### src/rtl/mag_cmp_pkg.sv
// Shared types and helpers for the sequential magnitude comparator.
// Covers the FSM state, the one-hot result encoding and the digit-count sizing.
package mag_cmp_pkg;

  typedef enum logic [1:0] {
    IDLE,
    RUN,
    DONE
  } state_t;

  // Result bit order is {gt, eq, lt}; all-zero means no result yet.
  localparam logic [2:0] RES_NONE = 3'b000;
  localparam logic [2:0] RES_GT   = 3'b100;
  localparam logic [2:0] RES_EQ   = 3'b010;
  localparam logic [2:0] RES_LT   = 3'b001;

  function automatic int unsigned mag_cmp_ndig(input int unsigned width,
                                               input int unsigned digit);
    return width / digit;
  endfunction

  function automatic int unsigned mag_cmp_idx_w(input int unsigned width,
                                                input int unsigned digit);
    int unsigned n;
    n = width / digit;
    return (n > 1) ? $clog2(n) : 1;
  endfunction

endpackage

### src/rtl/mag_cmp_digit.sv
// Combinational DIGIT-bit magnitude comparator.
// This is the generalised form of the original 2-bit comparator.
module mag_cmp_digit #(
  parameter int unsigned DIGIT = 2
) (
  input  logic [DIGIT-1:0] a,
  input  logic [DIGIT-1:0] b,
  output logic             gt,
  output logic             eq,
  output logic             lt
);

  assign gt = (a > b);
  assign eq = (a == b);
  assign lt = (a < b);

endmodule

### src/rtl/mag_cmp_seq.sv
// Sequential MSB-first magnitude comparator with a start/done handshake.
// Define MAG_CMP_SIGNED_EN to add the is_signed port for two's-complement compares.
module mag_cmp_seq
  import mag_cmp_pkg::*;
#(
  parameter int unsigned WIDTH = 8,
  parameter int unsigned DIGIT = 1
) (
  input  logic             clk,
  input  logic             rst_n,
  input  logic             start,
  input  logic [WIDTH-1:0] a,
  input  logic [WIDTH-1:0] b,
`ifdef MAG_CMP_SIGNED_EN
  input  logic             is_signed,
`endif
  output logic             ready,
  output logic             busy,
  output logic             done,
  output logic             gt,
  output logic             eq,
  output logic             lt
);

  localparam int unsigned NDIG  = mag_cmp_ndig(WIDTH, DIGIT);
  localparam int unsigned IDX_W = mag_cmp_idx_w(WIDTH, DIGIT);
  localparam logic [IDX_W-1:0] LAST_IDX = IDX_W'(NDIG - 1);

  if (WIDTH < 2) begin : g_bad_width
    $error("mag_cmp_seq: WIDTH must be at least 2");
  end
  if ((DIGIT == 0) || ((WIDTH % DIGIT) != 0)) begin : g_bad_digit
    $error("mag_cmp_seq: DIGIT must divide WIDTH");
  end

  state_t           state;
  logic [WIDTH-1:0] sa;
  logic [WIDTH-1:0] sb;
  logic [IDX_W-1:0] idx;
  logic [2:0]       res;
  logic [WIDTH-1:0] msb_flip;
  logic             d_gt;
  logic             d_eq;
  logic             d_lt;
  logic [2:0]       digit_res;

  // Flipping both MSBs maps two's-complement order onto unsigned order.
`ifdef MAG_CMP_SIGNED_EN
  assign msb_flip = {is_signed, {(WIDTH-1){1'b0}}};
`else
  assign msb_flip = '0;
`endif

  mag_cmp_digit #(.DIGIT(DIGIT)) u_digit (
    .a  (sa[WIDTH-1 -: DIGIT]),
    .b  (sb[WIDTH-1 -: DIGIT]),
    .gt (d_gt),
    .eq (d_eq),
    .lt (d_lt)
  );

  assign digit_res = {d_gt, d_eq, d_lt};

  always_ff @(posedge clk or negedge rst_n) begin
    if (!rst_n) begin
      state <= IDLE;
      sa    <= '0;
      sb    <= '0;
      idx   <= '0;
      res   <= RES_NONE;
      ready <= 1'b1;
      busy  <= 1'b0;
      done  <= 1'b0;
    end else begin
      done <= 1'b0;
      case (state)
        IDLE, DONE: begin
          if (start) begin
            state <= RUN;
            sa    <= a ^ msb_flip;
            sb    <= b ^ msb_flip;
            idx   <= '0;
            ready <= 1'b0;
            busy  <= 1'b1;
          end else begin
            state <= IDLE;
            ready <= 1'b1;
            busy  <= 1'b0;
          end
        end
        RUN: begin
          if ((digit_res != RES_EQ) || (idx == LAST_IDX)) begin
            state <= DONE;
            res   <= digit_res;
            done  <= 1'b1;
            ready <= 1'b1;
            busy  <= 1'b0;
          end else begin
            sa  <= sa << DIGIT;
            sb  <= sb << DIGIT;
            idx <= idx + IDX_W'(1);
          end
        end
        default: begin
          state <= IDLE;
          ready <= 1'b1;
          busy  <= 1'b0;
        end
      endcase
    end
  end

  assign {gt, eq, lt} = res;

endmodule

### config.mk
export PLATFORM = sky130hd
export DESIGN_NAME = mag_cmp_seq
export DESIGN_NICKNAME = d
export VERILOG_FILES = /design/src/rtl/mag_cmp_pkg.sv /design/src/rtl/mag_cmp_digit.sv /design/src/rtl/mag_cmp_seq.sv
export SDC_FILE = /design/constraint.sdc
export NUM_CORES = 1
export LEC_CHECK = 0
export CAP_MARGIN = 20
export CORE_ASPECT_RATIO = 0.75
export CORE_MARGIN = 2
export CORE_UTILIZATION = 35
export CTS_BUF_LIST = sky130_fd_sc_hd__clkbuf_4
export CTS_CLUSTER_DIAMETER = 40
export CTS_CLUSTER_SIZE = 10
export DETAILED_ROUTE_END_ITERATION = 10
export GPL_ROUTABILITY_DRIVEN = 0
export PLACE_DENSITY_LB_ADDON = 0.1
export SYNTH_ARGS = -nofsm -noshare
export SYNTH_HDL_FRONTEND = slang
export SYNTH_SLANG_ARGS = --single-unit
### constraint.sdc
create_clock -name clk -period 2.35 [get_ports clk]
set_input_delay 0.47 -clock clk [delete_from_list [all_inputs] [get_ports clk]]
set_output_delay 0.47 -clock clk [all_outputs]
set_load 0.005 [all_outputs]
==> summary.txt <==
Worst VDD drop - 653 uV
Final Critical Period - 2.01 ns
Die Area - 4350 um2
Syn. warnings - 0
Switching Power - 0.712 mW
CTS buffer count - 3
Die Height - 57.6 um
Register area - 677 um2
Total power draw - 2.20 mW
Most frequent cell after synthesis - dfrtp_1
Final setup TNS - 0 ns
Cts hold-fix bufs - 0
Sequential group share of total power - 36.9%
Final Hold Viols - 0
Detail Route Antenna Nets - 0
Ys async rst share - 100%
Final Cell Area - 1660 um2
Endpoints failing setup - 0
Final WL - 2210 um
I/O pin cnt - 25
Row cnt - 19
Final Util - 45.3%
Vias in the first global route - 793
Combinational power share - 53.6%
Worst-Margin Slew - 0.391 ns
DR pass1 iterations - 2
Initial core utilization - 36.6%
Crit. Startpoint - idx[0]
Final Skew - 0.0166 ns
Multi-input logic area - 592 um2
Worst setup SP type - flip-flop
Mapped cell area - 1340 um2
Worst-path clk slew - 0.16 ns
H-tree depth - 1
Top post-synthesis cells by count - 26 x dfrtp_1, 16 x mux2_4, 10 x mux2_2
Worst-Skew Late Latency - 0.33 ns
Number of synthesized flops with an enable pin - 0
Status - finished clean
Post-synthesis register bit count - 27
RSZ-0062 raised after global routing - no
Hold/Removal Path Class - in2async
Synth Net Count - 112
Max_cap viols - 0
Final slew viol count - 0
Seq/Total Area, Yosys - 50.5%
Max-slew headroom - 73.9%
Layout cells sized above 1 - 33.6%
PostCTS Resize Cnt - 0
Drt drc - 0
Sink Count - 27
Switching share of total power - 32.4%
Final nets - 140
Mean Syn Cell Area - 15.1 um2
# fillers - 349
# Post-CTS Setup Buffers - 0
First-pass GRT wire length - 3770 um
Fin crit share - 85.3%
WS Path Type - reg2reg
Routed wire per std cell - 13.1 um
Dpl cell area - 1630 um2
Initial DRC Count - 10
Cell Pwr Density - 1330 nW/um2
CTS tree - yes
Yosys top cell area share - 48.5%
Post-synth cell types - 22
Max Freq - 499 MHz
Core area - 3660 um2
Die Wd - 75.5 um
Clk network pwr share - 9.5%
Crit path DAT - 2.25 ns
Worst r2r src - idx[0]
Final HPWL DP - 1600 um
Largest net degree at the start of global routing - 28
Port Buffers - 24
Via Count - 742
WP data required - 2.59 ns
Synth area leaders - dfrtp_1 49%, mux2_4 18%, mux2_2 8.4%
Initial antenna violation count - 0
Ys flop type - dfrtp_1
Synth area leader - dfrtp_1
Clk buf depth - 2
P_int - 1.49 mW
Grt ovf - 0
Endpoint type of the worst setup path - flip-flop
Lkg Pwr - 0.758 nW
Clk root buf - clkbuf_4
Tot GR Track Use - 11.6%
Crit path max fanout - 13
Post-Syn Instances - 89
Antenna diodes - 0
Area grow syn2layout - 23.6%
Vias/cell - 4.42
==> critical path: stages, from the launching register on <==
cell and delay, ns:
dfrtp_1 0.42, ha_1 0.21, ha_1 0.16, and2b_1 0.33
a21oi_4 0.10, inv_2 0.20, buf_12 0.19, mux2_4 0.30
==> registers in the layout, indices dropped and copies added, names as in the netlist <==
signal	flops
sa	8
done	1
state	2
idx	3
sb	8
ready	1
res	3
busy	1
==> cells by family after synthesis <==
kind of cell	after synthesis	share of synthesized area (%)
AOI/OAI and AO/OA	5	3.73
adders and majority gates	4	3.73
buffers and inverters	9	5.41
DFF	27	50.5
muxes	33	31.5
and+or+nand+nor	11	5.13
==> per-layer routing <==
layer  global-route usage [%]  routed length [um]
met5                        0                   0
met4                     1.50                  19
met3                     4.35                 104
met2                     17.4                1000
met1                     16.5                1080
==> per-stage QoR <==
step	hold WS, ns	std cells	setup WS [ns]
finish	0.480	168	0.345
floorplan	0.174	89	0.597
detailed placement	0.479	164	0.327
global route	0.485	168	0.222
CTS	0.483	168	0.324
global placement	0.466	164	0.387
==> layout by cell type, fill, tap and decap left out, types with 2 or more instances in the layout <==
master / n
a22o_1: 2
buf_4: 2
clkbuf_4: 3
clkdlybuf4s50_1: 24
dfrtp_1: 26
ha_1: 4
inv_1: 4
mux2_2: 10
mux2_4: 16
mux2i_1: 7
nand2_1: 4
==> power groups by stage <==
stage	logic, mW	registers (mW)	clock network, mW
after floorplan	0.987	0.796	0
after global placement	1.19	0.822	0
after detailed placement	1.20	0.827	0
after CTS	1.20	0.817	0.222
after global routing	1.30	0.842	0.239
final	1.18	0.812	0.209
==> final cells by class <==
type,count,share of cell area [%]
Inverter,5,1.13
Sequential cell,27,40.8
Clock inverter,1,0.453
Timing Repair Buffer,27,16.6
Clock buffer,3,1.36
Tap cell,52,3.92
Multi-Input combinational cell,53,35.7
==> path summary, 6_finish.rpt <==
| kind | endpoint | slack [ns] | cells after the start |
|---|---|---|---|
| setup / recovery | sa[6] | 0.34 | 7 |
| hold / removal | done | 0.48 | 2 |
| setup reg to reg | sa[6] | 0.34 | 7 |
| hold reg to reg | ready | 0.49 | 2 |
| max in group asynchronous | ready | 1.55 | 2 |
| min in group clk | ready | 0.49 | 2 |
(Power assumes the default switching activity.)
==> RTL edit, RTL diff (same flow settings) <==
Set the parameter `WIDTH` to 12 (it was 8).
--- a/src/rtl/mag_cmp_seq.sv
+++ b/src/rtl/mag_cmp_seq.sv
@@ -4,5 +4,5 @@
   import mag_cmp_pkg::*;
 #(
-  parameter int unsigned WIDTH = 8,
+  parameter int unsigned WIDTH = 12,
   parameter int unsigned DIGIT = 1
 ) (
Ports: changed (resized a and b); port bits go from 25 to 33. The function was not compared with the original's and may differ.
==> RTL edit against the unedited design <==
Count of clock-buffer cells in the layout grew 4; setup slack lost 0.25 ns; routed wire length grew 51%; area after synthesis grew 35%; cell area grew 33%; total power grew 32%; die area grew 32%; non-clock buffer count grew 8; sequential cell count grew 9; via count grew 44%.
==> RTL edit: results (changes against the unedited design) <==
metric	value	unit	change
h-tree-depth	2		was 1
synthTopCellsByArea	dfrtp_1 (48%), mux2_2 (17%), mux2_4 (12%), mux2i_1 (3.3%), buf_12 (2.2%)		was dfrtp_1 (49%), mux2_4 (18%), mux2_2 (8.4%), mux2i_1 (5.2%), ha_1 (3.7%)
met1_length	1670	µm	was 1080 µm
cts_buffers	5		was 3
grt_pass1_wl	5620	µm	was 3770 µm
cp_slowest_stage_delay	0.81	ns	was 0.42 ns
critPathArrivalTime	2.48	ns	was 2.25 ns
clkbuf_count	7		was 3
finalInstanceArea	2200	µm²	was 1660 µm²
portBuffers	32		was 24
met1_usage	17.2	%	was 16.5%
wl_per_cell	14.8	µm	was 13.1 µm
drive_gt1_share	35.2	%	was 33.6%
ff2ff_setup_slack	0.1	ns	was 0.34 ns
cp_max_fo	26		was 13
fin_cells	225		was 168
maxSlewHeadroom	31.8	%	was 73.9%
grt_usage	13.1	%	was 11.6%
drt_iter0_drc	39		was 10
nFillCells	458		was 349
reg2reg_depth	4		was 7
pre_cts_ws	0.0878	ns	was 0.327 ns
non_clock_buffer_area_share	15.3	%	was 16.6%
syn_area	1810	µm²	was 1340 µm²
skew	0.00829	ns	was 0.0166 ns
met2_usage	19.5	%	was 17.4%
slowest_stage	o21ai_4		was dfrtp_1
wl_met2	1450	µm	was 1000 µm
clk_share	2.55	%	was 1.81%
top_regs	sa x12, sb x12, idx x4		was sa x8, sb x8
synth.distinct_cells	25		was 22
nets	194		was 140
place_area	2150	µm²	was 1630 µm²
multi_input_gates	81		was 53
whs	0.223	ns	was 0.480 ns
dpl.hpwl	2280	µm	was 1600 µm
buffers	35		was 27
ys_seq_area_share	49.9	%	was 50.5%
outcome	finished clean		unchanged
grt_pass1_vias	1150		was 793
syn_nets	157		was 112
layout_min_cycle_time	2.25	ns	was 2.01 ns
met3_usage	4.74	%	was 4.35%
ys_ff_latch	36		was 27
## RTL edit: cell types whose count changed in the layout (fill, tap and decap cells not counted), moves of 3 or more
cell             unedited run  this run
mux2_2                     10        28
dfrtp_1                    26        35
clkdlybuf4s50_1            24        31
clkbuf_4                    3         7
a21oi_1                     0         3
nand3_1                     1         4
o21ai_0                     0         3
## RTL edit: cells by family after synthesis
| kind of cell | after synthesis | share of synthesized area [%] |
|---|---|---|
| multiplexers | 48 | 32.4 |
| flip-flops | 36 | 49.9 |
| AND/OR/NAND/NOR | 19 | 6.16 |
| AO/OA/AOI/OAI | 11 | 4.29 |
| buffers and inverters | 10 | 5.12 |
| adder cells (fa/ha/maj) | 3 | 2.08 |
## RTL edit: power breakdown
group / internal [mW] / total (mW) / switching (mW)
registers: 0.932 / 1.11 / 0.179
logic: 0.899 / 1.46 / 0.557
clock network: 0.138 / 0.335 / 0.197
